==> src/rtl/cls_value_printer.sv <==
// cls_value_printer
//   Converts a WIDTH-bit unsigned value into DIGITS decimal characters with a
//   sequential double-dabble converter. The result is streamed to the PmodCLS
//   through spi_interface as one frame: a cursor-position escape "ESC [ row ; col H"
//   followed by the digits, most significant first. There is one instance per
//   numeric display field.
//
// Ports
//   clk                 system clock
//   rst_n               asynchronous active-low reset
//   value[WIDTH-1:0]    number to display, captured when a frame is accepted
//   start               frame request, level-sensitive
//   end_transmission    spi_interface reports that the current byte has been shifted out
//   begin_transmission  one-cycle request to spi_interface; send_data is valid with it
//   send_data[7:0]      byte to transmit
//   slave_select        active-low, low for the whole frame
//   busy                high from accept until the frame ends
//   done                one-cycle pulse after the last byte completes
//   overflow            last accepted value did not fit in DIGITS digits
module cls_value_printer #(
   parameter int WIDTH       = 8,
   parameter int DIGITS      = 3,
   parameter int BLANK_ZEROS = 1,
   parameter int ROW         = 0,
   parameter int COL         = 0
) (
   input  logic             clk,
   input  logic             rst_n,
   input  logic [WIDTH-1:0] value,
   input  logic             start,
   input  logic             end_transmission,
   output logic             begin_transmission,
   output logic [7:0]       send_data,
   output logic             slave_select,
   output logic             busy,
   output logic             done,
   output logic             overflow
);

   localparam int BW   = 4 * DIGITS;
   localparam int CW   = $clog2(WIDTH + 1);
   localparam int LAST = 5 + DIGITS;   // index of the final frame byte

   function automatic logic [31:0] pow10(input int n);
      logic [31:0] r;
      r = 32'd1;
      for (int j = 0; j < n; j++) r = r * 32'd10;
      return r;
   endfunction

   localparam logic [31:0] LIMIT = pow10(DIGITS);

   typedef enum logic [2:0] {
      S_IDLE, S_CONVERT, S_LOAD, S_SEND, S_WAIT, S_FINISH
   } state_t;

   state_t           state, state_nx;
   logic [WIDTH-1:0] sh;        // value being shifted out MSB-first
   logic [BW-1:0]    bcd;
   logic [BW-1:0]    bcd_adj;
   logic [CW-1:0]    cnt;       // remaining conversion cycles minus one
   logic [3:0]       idx;       // frame byte index
   logic             pending;   // a start arrived while a frame was in flight
   logic             accept;
   logic [7:0]       byte_sel;

   // A pending request is served on the first IDLE cycle without needing start again.
   assign accept = (state == S_IDLE) && (start || pending);

   // Double-dabble correction: every nibble of 5 or more gets 3 added before the shift.
   always_comb begin
      bcd_adj = bcd;
      for (int d = 0; d < DIGITS; d++) begin
         if (bcd[4*d +: 4] >= 4'd5) bcd_adj[4*d +: 4] = bcd[4*d +: 4] + 4'd3;
      end
   end

   // Byte for the current frame index. Position p counts digits from the most
   // significant one. The lead flag stays set while every digit seen so far is zero.
   always_comb begin
      logic       lead;
      logic [3:0] nib;
      logic [7:0] ch;
      lead     = 1'b1;
      nib      = 4'd0;
      ch       = 8'h00;
      byte_sel = 8'h00;
      case (idx)
         4'd0:    byte_sel = 8'h1B;
         4'd1:    byte_sel = 8'h5B;
         4'd2:    byte_sel = 8'h30 + 8'(ROW);
         4'd3:    byte_sel = 8'h3B;
         4'd4:    byte_sel = 8'h30 + 8'(COL);
         4'd5:    byte_sel = 8'h48;
         default: byte_sel = 8'h00;
      endcase
      for (int p = 0; p < DIGITS; p++) begin
         nib  = bcd[4*(DIGITS-1-p) +: 4];
         lead = lead && (nib == 4'd0);
         if (overflow)
            ch = 8'h2D;
         else if (BLANK_ZEROS != 0 && lead && p != DIGITS-1)
            ch = 8'h20;
         else
            ch = 8'h30 + {4'h0, nib};
         if (idx == 4'(6 + p)) byte_sel = ch;
      end
   end

   always_comb begin
      state_nx           = state;
      begin_transmission = 1'b0;
      slave_select       = 1'b1;
      busy               = 1'b0;
      done               = 1'b0;
      case (state)
         S_IDLE: begin
            if (accept) state_nx = S_CONVERT;
         end
         S_CONVERT: begin
            busy = 1'b1;
            if (cnt == '0) state_nx = S_LOAD;
         end
         S_LOAD: begin
            busy         = 1'b1;
            slave_select = 1'b0;
            state_nx     = S_SEND;
         end
         S_SEND: begin
            busy               = 1'b1;
            slave_select       = 1'b0;
            begin_transmission = 1'b1;
            state_nx           = S_WAIT;
         end
         S_WAIT: begin
            busy         = 1'b1;
            slave_select = 1'b0;
            if (end_transmission) state_nx = (idx == 4'(LAST)) ? S_FINISH : S_LOAD;
         end
         S_FINISH: begin
            done     = 1'b1;
            state_nx = S_IDLE;
         end
         default: state_nx = S_IDLE;
      endcase
   end

   always_ff @(posedge clk or negedge rst_n) begin
      if (!rst_n) begin
         state     <= S_IDLE;
         sh        <= '0;
         bcd       <= '0;
         cnt       <= '0;
         idx       <= 4'd0;
         pending   <= 1'b0;
         overflow  <= 1'b0;
         send_data <= 8'h00;
      end else begin
         state <= state_nx;
         if (start && busy) pending <= 1'b1;
         case (state)
            S_IDLE: begin
               if (accept) begin
                  pending  <= 1'b0;
                  sh       <= value;
                  bcd      <= '0;
                  cnt      <= CW'(WIDTH - 1);
                  idx      <= 4'd0;
                  overflow <= (32'(value) >= LIMIT);
               end
            end
            S_CONVERT: begin
               // Carries out of the top digit are dropped; overflow covers that case.
               bcd <= {bcd_adj[BW-2:0], sh[WIDTH-1]};
               sh  <= sh << 1;
               cnt <= cnt - 1'b1;
            end
            S_LOAD: send_data <= byte_sel;
            S_WAIT: begin
               if (end_transmission && idx != 4'(LAST)) idx <= idx + 4'd1;
            end
            default: ;
         endcase
      end
   end

endmodule

==> config.mk <==
export PLATFORM = sky130hd
export DESIGN_NAME = cls_value_printer
export DESIGN_NICKNAME = d
export VERILOG_FILES = /design/src/rtl/cls_value_printer.sv
export SDC_FILE = /design/constraint.sdc
export NUM_CORES = 1
export LEC_CHECK = 0
export BUFFER_PORTS_ARGS = -buffer_cell sky130_fd_sc_hd__buf_2
export CORE_MARGIN = 2
export CORE_UTILIZATION = 55
export DETAILED_ROUTE_END_ITERATION = 6
export GPL_TIMING_DRIVEN = 0
export PLACE_DENSITY_LB_ADDON = 0.05
export SLEW_MARGIN = 10
export SYNTH_ARGS = -nofsm -noshare
export SYNTH_HDL_FRONTEND = slang
export SYNTH_SLANG_ARGS = --single-unit
==> constraint.sdc <==
create_clock -name clk -period 3.2 [get_ports clk]
set_clock_uncertainty 0.2 [all_clocks]
set_input_delay 0.48 -clock clk [delete_from_list [all_inputs] [get_ports clk]]
set_output_delay 0.48 -clock clk [all_outputs]
set_load 0.005 [all_outputs]
Word level (Yosys, flattened, before mapping)
Cells that the tools add are included.
- register bits after elaboration: 40
- input bits: 12
- output and inout bits: 13
- word-level logic and storage cells: 84
- add/subtract/negate cells: 8
- order comparisons: 3
- equality and inequality tests: 18
- multiplexer cells: 30
- reduce and logical (&&, ||, !) cells: 18
- operators with widths (cell ; count):
    $pmux W7 S5 ; 1
    $mux W8 ; 4
    $pmux W12 S2 ; 1
    $add A6 B4 Y7 const A ; 3
    $mux W4 ; 5
    $eq A4 B3 Y1 const B ; 4
    $logic_not A4 Y1 ; 4
    $pmux W4 S2 ; 2
    $pmux W8 S2 ; 1
    $mux W3 ; 5
    $pmux W3 S5 ; 1
    $mux W7 ; 2
    $ge A4 B3 Y1 const B ; 3
    $mux W12 ; 1
    $add A4 B2 Y4 const B ; 2
    $eq A4 B2 Y1 const B ; 2
    $ne A2 B2 Y1 const B ; 4
    $mux W1 ; 7
    $eq A3 B2 Y1 const B ; 2
    $eq A3 B3 Y1 const B ; 2
    $reduce_and A3 Y1 ; 2
    $add A4 B1 Y4 const B ; 1
    $eq A4 B1 Y1 const B ; 1
    $eq A4 B4 Y1 const B ; 1
    12 further kinds ; 16

Longest topological paths before layout
Gate-level depths: netlist of run 1.
- depth in word-level cells: 7
- depth in mapped cells: 6

Worst setup path after synthesis of run 1
OpenSTA, ideal clock, no wires.
- path kind: register to register
- start point: register idx[0]
- end point: register idx[2]
- arrival time: 1.700 ns
- data required time: 2.880 ns
- path slack: 1.181 ns
- cell stages (with the launch flop): 7
- path buffers: 0
- clock period less this slack: 2.019 ns
- cell sequence: dfrtp_1 inv_1 ha_1 and3b_1 a2111oi_2 a211oi_1 a31o_1
- longest elaborated chain between the ends: 4
- elaborated cells between the ends (all ways): 7
- classes of those cells: 1 x add/sub; 2 x eq/ne; 2 x mux; 2 x reduce/logical
- RTL lines (what ; RTL line ; source):
    start: declaration ; 62 ; logic [3:0] idx;
    start signal: assignment ; 180 ; if (end_transmission && idx != 4'(LAST)) idx <= idx + 4'd1;
    parallel branches: the longest is 4 deep, another holds $add A4 B1 Y4 ; n/a ;
Parallel ways; which one is timed is not known. The select of a mux whose other input is x is not followed.
A chain may end at the register's enable or synchronous reset.

Worst setup path in the final report of run 1
- start point: register state[1]
- end point: output busy
- longest elaborated chain between the ends: 3
- elaborated cells between the ends (all ways): 6
- classes of those cells: 4 x eq/ne; 1 x mux; 1 x reduce/logical
- RTL lines (what ; RTL line ; source):
    start: declaration ; 57 ; state_t state, state_nx;
    start signal: assignment ; 159 ; state <= state_nx;
    $eq A3 B3 Y1, or another cell as far along ; 116 ; case (state)
    $reduce_or A4 Y1 (no line) (*) ; n/a ;
    $mux W1 (*) ; 116 ;
    end: declaration ; 35 ; output logic busy,
Mark *: on every way between the ends. The rest lies on a longest branch, timed or not.

==> results.md, run 1 <==
* Maximum vdd drop at 0.4969 mV
* GRT busiest layer: met2
* Post-synthesis register bit count at 39
* Prevailing post-synth register cell: dfrtp_1
* Final Hold Viols at 0
* Initial antenna violation count at 0
* Fill cells at 344
* Most frequent cell on the critical path: buf_2
* Synth top area cells: dfrtp_1 42%, ha_1 6.4%, mux2i_1 4.7%
* CTS tree: yes
* Clk_lat worst skew at 0.29 ns
* Asr flop ratio synth at 1.000
* Seq/Total Area, Yosys at 0.4167
* Met1 Track Usage GR at 0.2966
* DR iter-0 viols at 156
* Worst-path fanout max at 10
* Overall Power at 2704 µW
* Crit path time final at 2.513 ns
* Count of final setup violators at 0
* Met3 GRT Util at 0.04797
* CP Cell Sequence: buf_6, or3b_1, buf_2, clkbuf_1, nand2_1, buf_2
* Crit path launch type: flop
* Multi-input logic area at 1226 µm²
* Vias at 1867
* Crit path DAT at 1.83 ns
* Synth Instances at 246
* CTS sink cnt at 39
* Total number of yosys warnings at 0
* Synth unique cells at 52
* Worst Tran Pin Value at 0.8699 ns
* Clk slew on worst S/H paths at 0.08 ns
* Number of synthesized flops with an enable pin at 0
* Fin Hold WS at 0.09954 ns
* WL per Instance at 14.78 µm
* Clock root cell: clkbuf_8
* Post_cts resized at 0
* Outcome: completed
* Power Density at 1039 nW/µm²
* Max Freq at 0.3980 GHz
* GRT Residual Overflow at 0
* Max cap viols at 0
* Final Max Tran Viols at 0
* Clock Path Buffers at 2
* Die height at 69.26 µm
* Pleak at 0.001135 µW
* Residual DRC count at 0
* Starting density of the core at 0.5772
* Setup bufs post-CTS at 0
* Final core occ at 0.6414
* Share of cells above drive strength 1 at 0.1877
* Pin count of the biggest net entering global routing at 40
* I/O pins at 25
* Die Area at 4797 µm²
* Relative slew slack at 0.4201
* Yosys top cell by area: dfrtp_1
* Final WL at 4.833 mm
* Post-DP HPWL at 3.446 mm
* GRT Total Usage at 0.2111
* RD Place Congestion at 0.8238
* Register area at 975.9 µm²
* Setup CP Type: flop to primary output
* First-pass GRT wire length at 8.211 mm
* Antenna diodes at 0
* Max H-tree Level at 2
* Worst EP required at 2.52 ns
* Unrepaired setup endpoints after global routing: no
* Chip width at 69.26 µm
* Core area at 4058 µm²
* Slowest cell on the critical path: dfrtp_1
* Initial DRT Pass Iterations at 4
* Hold Path Class: input pin to asynchronous set/reset pin
* Synth top area share at 0.4167
* Setup TNS at 0 ns
* Area growth from synthesis to layout at 11.11%
* Port buffer count at 22
* # nets final at 300
* Rows at 23
* Final ANT Viol Nets at 0
* Worst Setup End Kind: primary output
* Netlist Area Pre-Place at 2342 µm²
* Post-DR vias/cell at 5.709
* Num CTS Buffers at 5
* CTS hold repair buffers at 0
* Crit-path max cell delay at 0.38 ns
* Vias in the first global route at 1715
* Met2 usage at 0.3237
* Avg Cell Area, Syn at 9.521 µm²
* Crit share post-route at 0.7853
[metrics by stage]
step / instance area, µm² / std cells / setup slack (ns)
global route: 2603 / 327 / 0.5808
floorplan: 2346 / 247 / 1.181
detailed placement: 2519 / 319 / 0.9356
finish: 2603 / 327 / 0.6872
CTS: 2603 / 327 / 0.6723
global placement: 2519 / 319 / 0.9375
[registers in the layout, summed over array words and instances, names as in the netlist]
| signal | cells |
|---|---|
| sh | 8 |
| pending | 1 |
| idx | 4 |
| send_data | 7 |
| cnt | 4 |
| state | 3 |
| bcd | 12 |
[worst paths after layout]
path / cells past startpoint / start / endpoint / slack, ns
worst min register to register: 2 / send_data[6]$_DFFE_PN0P_ / send_data[6]$_DFFE_PN0P_ / 0.28
min in group clk: 3 / value[0] / sh[0]$_DFFE_PN0P_ / 0.24
worst min-delay path: 1 / rst_n / state[2]$_DFFE_PN0P_ / 0.1
worst max-delay path: 6 / state[1]$_DFFE_PN0P_ / busy / 0.69
worst max register to register: 6 / idx[0]$_DFFE_PN0P_ / idx[2]$_DFFE_PN0P_ / 0.91
max in group asynchronous: 1 / rst_n / sh[3]$_DFFE_PN0P_ / 2.16
[layer usage]
layer	wire length (µm)	share of wire
met1	2434	0.50
met2	2156	0.45
met3	203	0.042
met4	38	0.0079
met5	0	0
[layout make-up]
cell class | count | share of cell area
Sequential cell | 39 | 0.3750
Buffer | 15 | 0.03510
Clock inverter | 3 | 0.005769
Inverter | 14 | 0.02019
Timing Repair Buffer | 22 | 0.04231
Multi-Input combinational cell | 179 | 0.4712
Clock buffer | 5 | 0.02644
Tap cell | 50 | 0.02404
[power by group]
part,internal [µW],switching (µW)
clock network,149,178
logic,655,854
registers,695,174
total,1500,1210
[critical path, delay by kind of cell, from the launching register on]
family / cells / cell delay, ns
AND/OR/NAND/NOR: 2 / 0.47
buffers and inverters: 4 / 0.70
flip-flops: 1 / 0.38
[placed cells by master, fill, tap and decap left out, types with 3 or more instances in the layout]
master	instances
dfrtp_1	39
buf_2	29
nand2_1	29
inv_1	14
nor2_1	14
a21oi_1	13
o21ai_1	12
ha_1	12
mux2i_1	11
o22ai_1	9
xnor2_1	6
nor2b_1	5
nand2b_1	5
nor3_1	5
clkbuf_8	5
clkbuf_1	4
o21ai_0	4
o31ai_1	4
a32o_1	3
a31oi_1	3
nand3_1	3
clkinv_2	3
[kinds of logic (layout without fill, tap and decap cells)]
| family | after synthesis | count (layout) | synth area share |
|---|---|---|---|
| compound gates | 68 | 68 | 0.1998 |
| buf+inv | 29 | 59 | 0.06142 |
| flops | 39 | 39 | 0.4167 |
| other cells | 1 | 2 | 0.001601 |
| simple gates | 77 | 77 | 0.1736 |
| mux | 13 | 13 | 0.05663 |
| fa+ha+maj | 12 | 12 | 0.06410 |
| xor+xnor | 7 | 7 | 0.02618 |
[cell usage after synthesis (4+ instances only)]
cell	count
nor2b_1	5
dfrtp_1	39
nand2b_1	5
buf_2	7
xnor2_1	6
ha_1	12
clkbuf_1	4
nand2_1	29
o21ai_0	4
mux2i_1	11
a21oi_1	13
nor3_1	5
o21ai_1	12
inv_1	14
nor2_1	14
o22ai_1	9
o31ai_1	4
No activity file was read; power rests on OpenSTA's default activity.
==> inputs of run 2 (changes only) <==
--- a/config.mk
+++ b/config.mk
@@ -5,6 +5,7 @@
 export SDC_FILE = /design/constraint.sdc
 export NUM_CORES = 1
 export LEC_CHECK = 0
+export ABC_AREA = 1
 export BUFFER_PORTS_ARGS = -buffer_cell sky130_fd_sc_hd__buf_2
 export CORE_MARGIN = 2
 export CORE_UTILIZATION = 55
==> constraint.sdc (replaced) <==
create_clock -name clk -period 2.5 [get_ports clk]
set_clock_uncertainty 0.2 [all_clocks]
set_input_delay 0.375 -clock clk [delete_from_list [all_inputs] [get_ports clk]]
set_output_delay 0.375 -clock clk [all_outputs]
set_load 0.005 [all_outputs]
==> results.md, run 2 <==
* Num CTS Buffers at 5 (unchanged)
* Post_cts resized at 0 (unchanged)
* Netlist Area Pre-Place at 2381 µm² (+1.7%)
* Post-DR vias/cell at 5.177 (-9.3%)
* Asr flop ratio synth at 1.000 (unchanged)
* Area growth from synthesis to layout at 10.93%
* CTS hold repair buffers at 0 (unchanged)
* Unrepaired setup endpoints after global routing: no
* Clock root cell: clkbuf_8
* Fin Hold WS at -0.01708 ns (-0.1166 ns)
* Rows at 23 (unchanged)
* Power Density at 1214 nW/µm² (+17%)
* Chip width at 69.80 µm (+0.77%)
* Initial DRT Pass Iterations at 5 (+1)
* Avg Cell Area, Syn at 7.858 µm² (-17%)
* Worst Setup End Kind: primary output
* Register share of total power at 0.329 (+0.008)
* Synth top area cells: dfrtp_1 41%, nand2_1 10%, inv_1 6.9%
* Maximum vdd drop at 0.7606 mV (+53%)
* Clock Path Buffers at 2 (unchanged)
* Multi-input logic area at 1159 µm² (-5.5%)
* First-pass GRT wire length at 8.355 mm (+1.8%)
* Share of cells above drive strength 1 at 0.1856 (-0.002097)
* Port buffer count at 22 (unchanged)
* Slowest cell on the critical path: dfrtp_1
* WL per Instance at 12.01 µm (-19%)
* Final Max Tran Viols at 0 (unchanged)
* Prevailing post-synth register cell: dfrtp_1
* Crit path DAT at 1.48 ns (-0.35 ns)
* Setup bufs post-CTS at 0 (unchanged)
* Synth unique cells at 34 (-35%)
* Yosys top cell by area: dfrtp_1
* Clk slew on worst S/H paths at 0.08 ns (about the same)
* Worst-path fanout max at 10 (unchanged)
* Max Freq at 0.4869 GHz
* Most frequent cell on the critical path: buf_2
* Crit share post-route at 0.8215
* Area post-placement at 2557 µm² (+1.5%)
* Crit path time final at 2.054 ns
* Synth top cells by count: 64 x nand2_1, 44 x inv_1, 39 x dfrtp_1
* Post-DP HPWL at 3.426 mm (-0.58%)
* Initial antenna violation count at 0 (unchanged)
* Vias in the first global route at 1888 (+10%)
* Design area at 2641 µm² (+1.5%)
* Combinational fraction of design power at 0.541 (-0.017)
* Most frequent cells in the layout: 64 x nand2_1, 44 x inv_1, 39 x dfrtp_1
* Die Area at 4871 µm² (+1.6%)
* Final Hold Viols at 14 (+14)
* Max H-tree Level at 2 (unchanged)
* Worst R2R End: idx[1]$_DFFE_PN0P_
* Post-synthesis register bit count at 39 (unchanged)
* Pleak at 0.001307 µW (+15%)
* Vias at 1988 (+6.5%)
* I/O pins at 25 (unchanged)
* CTS sink cnt at 39 (unchanged)
* Top flop regs: bcd (12), sh (8), send_data (7)
* Final non-filler cell total at 384 (+17%)
* Count of final setup violators at 0 (unchanged)
* Worst EP required at 1.92 ns (-0.60 ns)
* GRT Total Usage at 0.2113 (about the same)
* Setup slack, reg-to-reg at 0.66 ns (-0.25 ns)
* Most flops, register: bcd
* Total number of yosys warnings at 0 (unchanged)
* Crit-path max cell delay at 0.45 ns (+0.07 ns)
* Failing checks: hold timing
* Crit path launch type: flop
* Fill cells at 350 (+1.7%)
* Seq/Total Area, Yosys at 0.4099 (-0.006788)
* Relative slew slack at 0.4254 (+0.005351)
* Final ANT Viol Nets at 0 (unchanged)
* CTS tree: yes
* Clk_lat worst skew at 0.29 ns (about the same)
* Setup TNS at 0 ns (unchanged)
* Synth top area share at 0.4099 (-0.006788)
* Synth Instances at 303 (+23%)
* Most frequent cell after synthesis: nand2_1
* Post-Place Cells at 376 (+18%)
* Net Sw Power at 1461 µW (+21%)
* Die height at 69.80 µm (+0.77%)
* DR iter-0 viols at 128 (-18%)
* Hold Path Class: input pin to asynchronous set/reset pin
* Antenna diodes at 0 (unchanged)
* Max cap viols at 0 (unchanged)
* Clk pwr share at 0.130 (+0.009)
* Final core occ at 0.6464 (+0.004975)
* R2R depth at 10 (+4)
* Cell Int Power at 1746 µW (+16%)
* # nets final at 357 (+19%)
* Commonest non-fill, non-tap cell in the layout: nand2_1
* RD Place Congestion at 0.8809 (+6.9%)
* Largest register FFs at 12 (unchanged)
* Setup CP Type: flop to primary output
* Sw frac at 0.4556 (+0.009938)
* Core area at 4086 µm² (+0.71%)
* Residual DRC count at 0 (unchanged)
* Register area at 975.9 µm² (unchanged)
* Final WL at 4.613 mm (-4.6%)
* Pin count of the biggest net entering global routing at 40 (unchanged)
* Outcome: complete, but fails checks
* CP Cell Sequence: inv_2, nand3_4, buf_2, nand2_1, buf_2
* Beginning of the worst register-to-register path: idx[0]$_DFFE_PN0P_
* GRT Residual Overflow at 0 (unchanged)
* Number of synthesized flops with an enable pin at 0 (unchanged)
* Starting density of the core at 0.5827 (+0.005427)
* Worst Tran Pin Value at 0.8618 ns (-0.008026 ns)
[run 2: how the worst max path moves through the flow]
stage,start,endpoint,slack [ns],cells past startpoint
CTS,state[2]$_DFFE_PN0P_,busy,0.43,5
global route,state[2]$_DFFE_PN0P_,busy,0.34,5
detailed placement,idx[0]$_DFFE_PN0P_,idx[1]$_DFFE_PN0P_,0.66,10
finish,state[2]$_DFFE_PN0P_,busy,0.45,5
global placement,idx[0]$_DFFE_PN0P_,idx[1]$_DFFE_PN0P_,0.68,10
floorplan,idx[0]$_DFFE_PN0P_,idx[0]$_DFFE_PN0P_,0.87,10
[run 2: layout make-up]
class	count	area share
Multi-Input combinational cell	208	0.4387
Sequential cell	39	0.3695
Inverter	49	0.07058
Timing Repair Buffer	22	0.04169
Clock buffer	5	0.02605
Buffer	8	0.02416
Tap cell	50	0.02369
Clock inverter	3	0.005685
[run 2: through the flow]
step / worst slack (ns) / total power, µW
2_1_floorplan: 0.8659 / 2383
5_1_grt: 0.3404 / 3546
3_3_place_gp: 0.6750 / 2778
6_report: 0.4463 / 3207
3_5_place_dp: 0.6644 / 2815
4_1_cts: 0.4273 / 3236
[run 2: kinds of logic after synthesis]
| logic type | Yosys count | share of synthesized area |
|---|---|---|
| buffers and inverters | 57 | 0.1051 |
| other | 1 | 0.001575 |
| and+or+nand+nor | 117 | 0.2338 |
| xor gates and xnor gates | 5 | 0.01839 |
| adders and majority gates | 12 | 0.06306 |
| AOI/OAI and AO/OA | 72 | 0.1682 |
| DFF | 39 | 0.4099 |
[run 2: power groups by stage]
stage | clock [µW] | combinational (µW) | sequential [µW]
2_1_floorplan | 0 | 1350 | 1030
3_3_place_gp | 0 | 1720 | 1060
3_5_place_dp | 0 | 1750 | 1070
4_1_cts | 426 | 1760 | 1050
5_1_grt | 455 | 2000 | 1090
6_report | 417 | 1740 | 1050
[run 2: metal layers]
layer | routed length (µm) | share of wire | track usage | vias up
met4 | 59 | 0.013 | 0.06410 | 0
met3 | 167 | 0.036 | 0.04360 | 6
met1 | 2231 | 0.48 | 0.2772 | 913
met2 | 2154 | 0.47 | 0.3513 | 38
li1 | - | - | - | 1031
met5 | 0 | 0 | 0 | -
[run 2: critical path: cells and delay by family (launching register included)]
family | cells | cell delay (ns)
buffers and inverters | 3 | 0.51
DFF | 1 | 0.45
and+or+nand+nor | 2 | 0.23
